`src/rtl/rterm_cal_pkg.sv`:
```
// Shared types, mode encodings and the code-to-thermometer helper for the
// termination calibration controller.
`timescale 1ns/1ps
package rterm_cal_pkg;

  typedef enum logic [2:0] {
    StIdle,
    StSgSet,
    StSgWait,
    StSgEval,
    StLvSet,
    StLvWait,
    StLvEval,
    StDone
  } cal_state_e;

  localparam logic [1:0] ModeIdle = 2'b00;
  localparam logic [1:0] ModeSg   = 2'b01;
  localparam logic [1:0] ModeLv   = 2'b10;

  // Output bit k-1 carries thermometer bit k, which is set iff code >= k.
  function automatic logic [14:0] code_to_therm(input logic [3:0] code);
    logic [14:0] therm;
    for (int k = 1; k <= 15; k++) begin
      therm[k-1] = ({1'b0, code} >= 5'(k));
    end
    return therm;
  endfunction

endpackage

```
`src/rtl/rterm_cal_sync.sv`:
```
// Multi-flop synchronizer for the asynchronous comparator results.
`timescale 1ns/1ps
module rterm_cal_sync #(
  parameter int unsigned Width  = 2,
  parameter int unsigned Stages = 2
) (
  input  logic             clk_i,
  input  logic             rst_ni,
  input  logic [Width-1:0] d_i,
  output logic [Width-1:0] q_o
);

  logic [Width-1:0] sync_q [Stages];

  always_ff @(posedge clk_i or negedge rst_ni) begin
    if (!rst_ni) begin
      for (int i = 0; i < int'(Stages); i++) begin
        sync_q[i] <= '0;
      end
    end else begin
      sync_q[0] <= d_i;
      for (int i = 1; i < int'(Stages); i++) begin
        sync_q[i] <= sync_q[i-1];
      end
    end
  end

  assign q_o = sync_q[Stages-1];

endmodule

```
`src/rtl/rterm_cal_ctrl.sv`:
```
// Termination calibration controller: 4-bit successive-approximation search on
// the SGIO branch then the LVDS branch, holding the committed trim codes.
`timescale 1ns/1ps
module rterm_cal_ctrl
  import rterm_cal_pkg::*;
#(
  parameter int unsigned SettleCycles = 8,
  parameter int unsigned SyncStages   = 2,
  parameter logic [3:0]  SgResetCode  = 4'd8,
  parameter logic [3:0]  LvResetCode  = 4'd8
) (
  input  logic        clk_i,
  input  logic        rst_ni,
  input  logic        start_i,
  input  logic        abort_i,
  input  logic [1:0]  result_i,
  output logic [14:0] d_iosg_o,
  output logic [3:0]  d_lvds_o,
  output logic [1:0]  mode_o,
  output logic [3:0]  sg_code_o,
  output logic [3:0]  lv_code_o,
  output logic        busy_o,
  output logic        done_o,
  output logic [1:0]  sat_o
);

  localparam int unsigned CntW = (SettleCycles > 1) ? $clog2(SettleCycles) : 1;
  localparam logic [CntW-1:0] CntLoad = CntW'(SettleCycles - 1);

  cal_state_e      state_q, state_d;
  logic [1:0]      idx_q, idx_d;
  logic [3:0]      work_q, work_d;
  logic [CntW-1:0] cnt_q, cnt_d;
  logic [3:0]      sg_code_q, sg_code_d;
  logic [3:0]      lv_code_q, lv_code_d;
  logic [1:0]      sat_q, sat_d;
  logic [1:0]      result_sync;
  logic [3:0]      bit_mask;
  logic [3:0]      eval_code;
  logic            eval_res;

  rterm_cal_sync #(
    .Width  (2),
    .Stages (SyncStages)
  ) u_sync (
    .clk_i  (clk_i),
    .rst_ni (rst_ni),
    .d_i    (result_i),
    .q_o    (result_sync)
  );

  assign bit_mask  = 4'b0001 << idx_q;
  assign eval_res  = (state_q == StLvEval) ? result_sync[1] : result_sync[0];
  // A high comparator means the trial code overshoots, so the trial bit is dropped.
  assign eval_code = eval_res ? (work_q & ~bit_mask) : work_q;

  always_comb begin
    state_d   = state_q;
    idx_d     = idx_q;
    work_d    = work_q;
    cnt_d     = cnt_q;
    sg_code_d = sg_code_q;
    lv_code_d = lv_code_q;
    sat_d     = sat_q;

    unique case (state_q)
      StIdle: begin
        if (start_i) begin
          state_d = StSgSet;
          idx_d   = 2'd3;
          work_d  = '0;
          sat_d   = '0;
        end
      end
      StSgSet, StLvSet: begin
        work_d  = work_q | bit_mask;
        cnt_d   = CntLoad;
        state_d = (state_q == StSgSet) ? StSgWait : StLvWait;
      end
      StSgWait, StLvWait: begin
        if (cnt_q == '0) begin
          state_d = (state_q == StSgWait) ? StSgEval : StLvEval;
        end else begin
          cnt_d = cnt_q - 1'b1;
        end
      end
      StSgEval, StLvEval: begin
        work_d = eval_code;
        if (idx_q != 2'd0) begin
          idx_d   = idx_q - 2'd1;
          state_d = (state_q == StSgEval) ? StSgSet : StLvSet;
        end else if (state_q == StSgEval) begin
          sg_code_d = eval_code;
          sat_d[0]  = (eval_code == 4'd0) || (eval_code == 4'd15);
          idx_d     = 2'd3;
          work_d    = '0;
          state_d   = StLvSet;
        end else begin
          lv_code_d = eval_code;
          sat_d[1]  = (eval_code == 4'd0) || (eval_code == 4'd15);
          state_d   = StDone;
        end
      end
      StDone: begin
        state_d = StIdle;
      end
      default: begin
        state_d = StIdle;
      end
    endcase

    // Abort overrides any transition, including a start or a final commit.
    if (abort_i) begin
      state_d   = StIdle;
      idx_d     = idx_q;
      work_d    = '0;
      cnt_d     = cnt_q;
      sg_code_d = sg_code_q;
      lv_code_d = lv_code_q;
      sat_d     = sat_q;
    end
  end

  always_ff @(posedge clk_i or negedge rst_ni) begin
    if (!rst_ni) begin
      state_q   <= StIdle;
      idx_q     <= '0;
      work_q    <= '0;
      cnt_q     <= '0;
      sg_code_q <= SgResetCode;
      lv_code_q <= LvResetCode;
      sat_q     <= '0;
    end else begin
      state_q   <= state_d;
      idx_q     <= idx_d;
      work_q    <= work_d;
      cnt_q     <= cnt_d;
      sg_code_q <= sg_code_d;
      lv_code_q <= lv_code_d;
      sat_q     <= sat_d;
    end
  end

  always_comb begin
    mode_o   = ModeIdle;
    d_iosg_o = code_to_therm(sg_code_q);
    d_lvds_o = lv_code_q;
    unique case (state_q)
      StSgSet, StSgWait, StSgEval: begin
        mode_o   = ModeSg;
        d_iosg_o = code_to_therm(work_q);
      end
      StLvSet, StLvWait, StLvEval: begin
        mode_o   = ModeLv;
        d_lvds_o = work_q;
      end
      default: begin
        mode_o = ModeIdle;
      end
    endcase
  end

  assign sg_code_o = sg_code_q;
  assign lv_code_o = lv_code_q;
  assign sat_o     = sat_q;
  assign busy_o    = (state_q != StIdle);
  assign done_o    = (state_q == StDone);

endmodule

```
`config.mk`:
```
export PLATFORM = sky130hd
export DESIGN_NAME = rterm_cal_ctrl
export DESIGN_NICKNAME = d
export VERILOG_FILES = /design/src/rtl/rterm_cal_pkg.sv /design/src/rtl/rterm_cal_sync.sv /design/src/rtl/rterm_cal_ctrl.sv
export SDC_FILE = /design/constraint.sdc
export NUM_CORES = 1
export LEC_CHECK = 0
export ABC_CLOCK_PERIOD_IN_PS = 3250
export CAP_MARGIN = 10
export CORE_ASPECT_RATIO = 0.6
export CORE_UTILIZATION = 40
export DETAILED_ROUTE_END_ITERATION = 12
export GPL_TIMING_DRIVEN = 0
export PLACE_DENSITY = 0.66
export SLEW_MARGIN = 10
export SYNTH_ARGS = -nofsm -noshare
export SYNTH_HDL_FRONTEND = slang
export SYNTH_SLANG_ARGS = --single-unit
```
`constraint.sdc`:
```
create_clock -name clk_i -period 3.25 [get_ports clk_i]
set_clock_uncertainty 0.05 [all_clocks]
set_input_delay 0.4875 -clock clk_i [delete_from_list [all_inputs] [get_ports clk_i]]
set_output_delay 0.4875 -clock clk_i [all_outputs]
set_load 0.005 [all_outputs]
```
==> impl_results.md <==
* Total grt overflow at 0
* Critical path startpoint category: flop
* TritonCTS Buffers at 3
* Via count of the first global-routing pass at 1491
* Req. time, crit path at 2.71 ns
* IO Port Bufs at 38
* Boundary Pins at 39
* Setup repair after global routing missed its margin: false
* Number of hold buffers added after CTS at 0
* Hold Crit Class: in2async
* Flop and latch count out of synthesis at 26
* Max-cap violations at 0
* Post-synthesis share of cell area spent on xor and xnor gates at 0%
* Layout Cell Area excl Fill at 2300 um2
* Clock tree from TritonCTS: built
* CTS clk-pin slew, worst paths at 0.10 ns
* Internal at 0.645 mW
* Max Freq at 322 MHz
* Layout overhead on the synthesized area at 29.6%
* CTS H-tree depth at 1
* Kind of cell adding the most delay to the critical path: buffers and inverters
* Diodes inserted at 0
* Setup-failing EPs final at 0
* Final number of hold-violating endpoints at 0
* Share of total power in sequential cells at 39.7%
* Arrival @ worst endpoint at 2.57 ns
* Sequential fraction of the synthesis area at 36.8%
* Remaining antenna violation count at 0
* Total wire length at 5020 um
* Transition at the pin with the smallest max-transition slack at 0.840 ns
* Fill count at 393
* Peak per-stage delay on the critical path at 0.55 ns
* Via-to-Cell Ratio at 5.79
* Number of synthesized flops with an enable pin at 0
* Crit-path cells: buf_4 > inv_1 > o21ai_0 > buf_4 > buf_2 > o21ai_0 > clkdlybuf4s50_1
* Critical path class: reg2out
* HPWL after detailed placement at 3830 um
* Clock Tree Buf Depth at 2
* Worst IR Drop VDD at 0.000173 V
* Die Ht at 53.6 um
* Clock share of power at 29.5%
* Largest driver fanout on the critical path at 10
* Power density relative to cell area at 406 nW/um2
* Period utilisation layout at 95.6%
* Average wire per standard cell at 16.3 um
* Largest family of logic cells by synthesized area: compound AO/OA/AOI/OAI gates
* Ys flop type: dfrtp_1
* Gate count after technology mapping at 205
* Maximum number of pins on one net before global-route repair at 27
* Worst-case headroom to the max-slew limit at 43.6%
* Proportion of layout cells with a drive suffix above 1 at 13.0%
* Most common cell after layout, fill and taps aside: clkdlybuf4s50_1
* Instance count after placement with tap cells included at 303
* Post-synth net total at 218
* Count of yosys warnings during synthesis at 0
* Number of clock sinks seen by CTS at 26
* Violation count after the first detailed-routing iteration at 185
* Switching part of the total power at 30.9%
* Switching component of the power at 0.289 mW
* First-pass DRT Iterations at 5
* Insertion delay of the later-clocked pin in the worst-skew pair at 0.28 ns
* Placer congestion estimate at 0.866
* Unique masters post-synth at 49
* Buffer and inverter count on the worst path at 5
* Avg Cell Area, Syn at 8.67 um2
* Number of pins with negative max-slew slack in the final report at 0
* Starting Density at 42.4%
* Setup tns final at 0 ns
* Post-layout net count at 261
* Multiplexer area fraction after synthesis at 8.45%
* Final routed DRC violation total at 0
* Highest-count cells in the layout ignoring fill and taps: 37 x clkdlybuf4s50_1, 23 x dfrtp_1, 20 x a21oi_1, 20 x nand2_1, 16 x nor2_1
* Post-Synth Simple-Gate Area at 17.8%
* Number of standard cells in the layout, taps in and fillers out at 307
* Fraction of synthesis flops using an asynchronous set or reset pin at 100%
* Status: finished, final reports clean
* Share of the synthesized area in compound gates (AO/OA/AOI/OAI) at 25.4%
* Minimum clock period at 3.11 ns
* Total leakage power at 0.986 nW
* Worst Setup End Kind: output pin
* Clock Tree Root: clkbuf_8
* Crit path max-delay cell type: clkdlybuf4s50_1
* Post-detailed-placement cell area at 2230 um2
* Proportion of power drawn by combinational gates at 30.8%
* Floorplan die area at 4720 um2
* Cell Rows at 18
* Horizontal extent of the die at 88.0 um
* Total Routing Usage GR at 22.3%
* Summed instance area of the synthesized netlist at 1780 um2
* Core ar. at 4190 um2
* Global-route wire length before repair at 7850 um
* Antenna violations before repair at 0
* Total number of vias at 1779
* Post-synthesis share of cell area spent on full adders, half adders and majority gates at 4.93%
## worst paths after layout
check	slack, ns	from	endpoint	cells past startpoint
setup / recovery	0.14	state_q[2]	d_iosg_o[7]	7
hold / removal	0.15	rst_ni	cnt_q[2]	1
setup reg to reg	0.87	idx_q[0]	sg_code_o[2]	5
hold reg to reg	0.31	u_sync.sync_q[3]	u_sync.q_o[1]	0
max in group asynchronous	2.58	rst_ni	state_q[2]	1
min in group clk_i	0.31	u_sync.sync_q[3]	u_sync.q_o[1]	0
## registers in the layout, indices dropped and copies added (netlist names), 3 cells and up
register / flops
cnt_q: 3
state_q: 3
sg_code_o: 4
lv_code_o: 4
work_q: 4
## metrics by stage
stage | power (mW) | hold WS (ns) | worst slack, ns | util, %
after global placement | 0.655 | 0.283 | 0.379 | 53.3
final | 0.934 | 0.151 | 0.144 | 55.0
after CTS | 0.935 | 0.310 | 0.0723 | 55.0
after floorplan | 0.542 | 0.142 | 1.27 | -
after detailed placement | 0.658 | 0.286 | 0.398 | 53.3
after global routing | 0.985 | 0.190 | 0.0256 | 55.0
## Yosys cell counts (all sizes together) (2+ instances only)
cell	count	area, um2
a2bb2oi	2	17.5
a21boi	2	15.0
buf	6	38.8
nand3b	2	27.5
nand3	3	15.0
a31oi	7	43.8
dfstp	2	52.6
nor2	16	60.1
a21oi	21	109
dfrtp	24	601
o21ai	14	70.1
o22ai	3	18.8
mux2	13	150
o41ai	2	25.0
o31ai	3	22.5
inv	12	45.0
nand2b	3	18.8
a311oi	5	43.8
nor3	5	25.0
clkbuf	9	33.8
or2	2	12.5
ha	7	87.6
nor2b	4	25.0
nand2	20	75.1
nor4	2	12.5
## final cells by class
type,instances,area (um2),area share [%]
plain buffers,15,75.1,3.26
clock inverters,1,30.0,1.30
inverters,12,45.0,1.96
multi-input cells,152,1010,43.7
clock buffers,3,41.3,1.79
repair buffers,38,375,16.3
well taps,60,75.1,3.26
flip-flops and latches,26,654,28.4
## worst register-to-register path: cells and delay by family, from the launching register on
kind / cells / cell delay [ns]
flip-flops: 1 / 0.45
multiplexers: 1 / 0.43
buffers and inverters: 1 / 0.11
AND/OR/NAND/NOR: 2 / 0.88
adder cells (fa/ha/maj): 1 / 0.36
## repair_timing
item                                    4_1_cts  5_1_grt
setup buffers                                 0        0
endpoints found under the setup margin        0        4
resized for setup                             0        3
## cells by family after synthesis
family,Yosys count
flops,26
compound gates,69
buf+inv,27
fa+ha+maj,7
mux,13
simple gates,63
## metal layers
layer  up-vias  GRT usage [%]  routed length, um
met4         0           1.61                  0
met2        90           26.9               1810
met5         -              0                  0
li1        831              -                  -
met3         0           4.14                487
met1       858           39.1               2720
## power by group through the flow
stage	clock, mW	sequential [mW]	combinational (mW)
3_5_place_dp	0	0.377	0.281
4_1_cts	0.282	0.371	0.282
6_report	0.275	0.371	0.287
3_3_place_gp	0	0.377	0.279
2_1_floorplan	0	0.372	0.171
5_1_grt	0.296	0.376	0.313
Power figures use the tool's default switching activity.
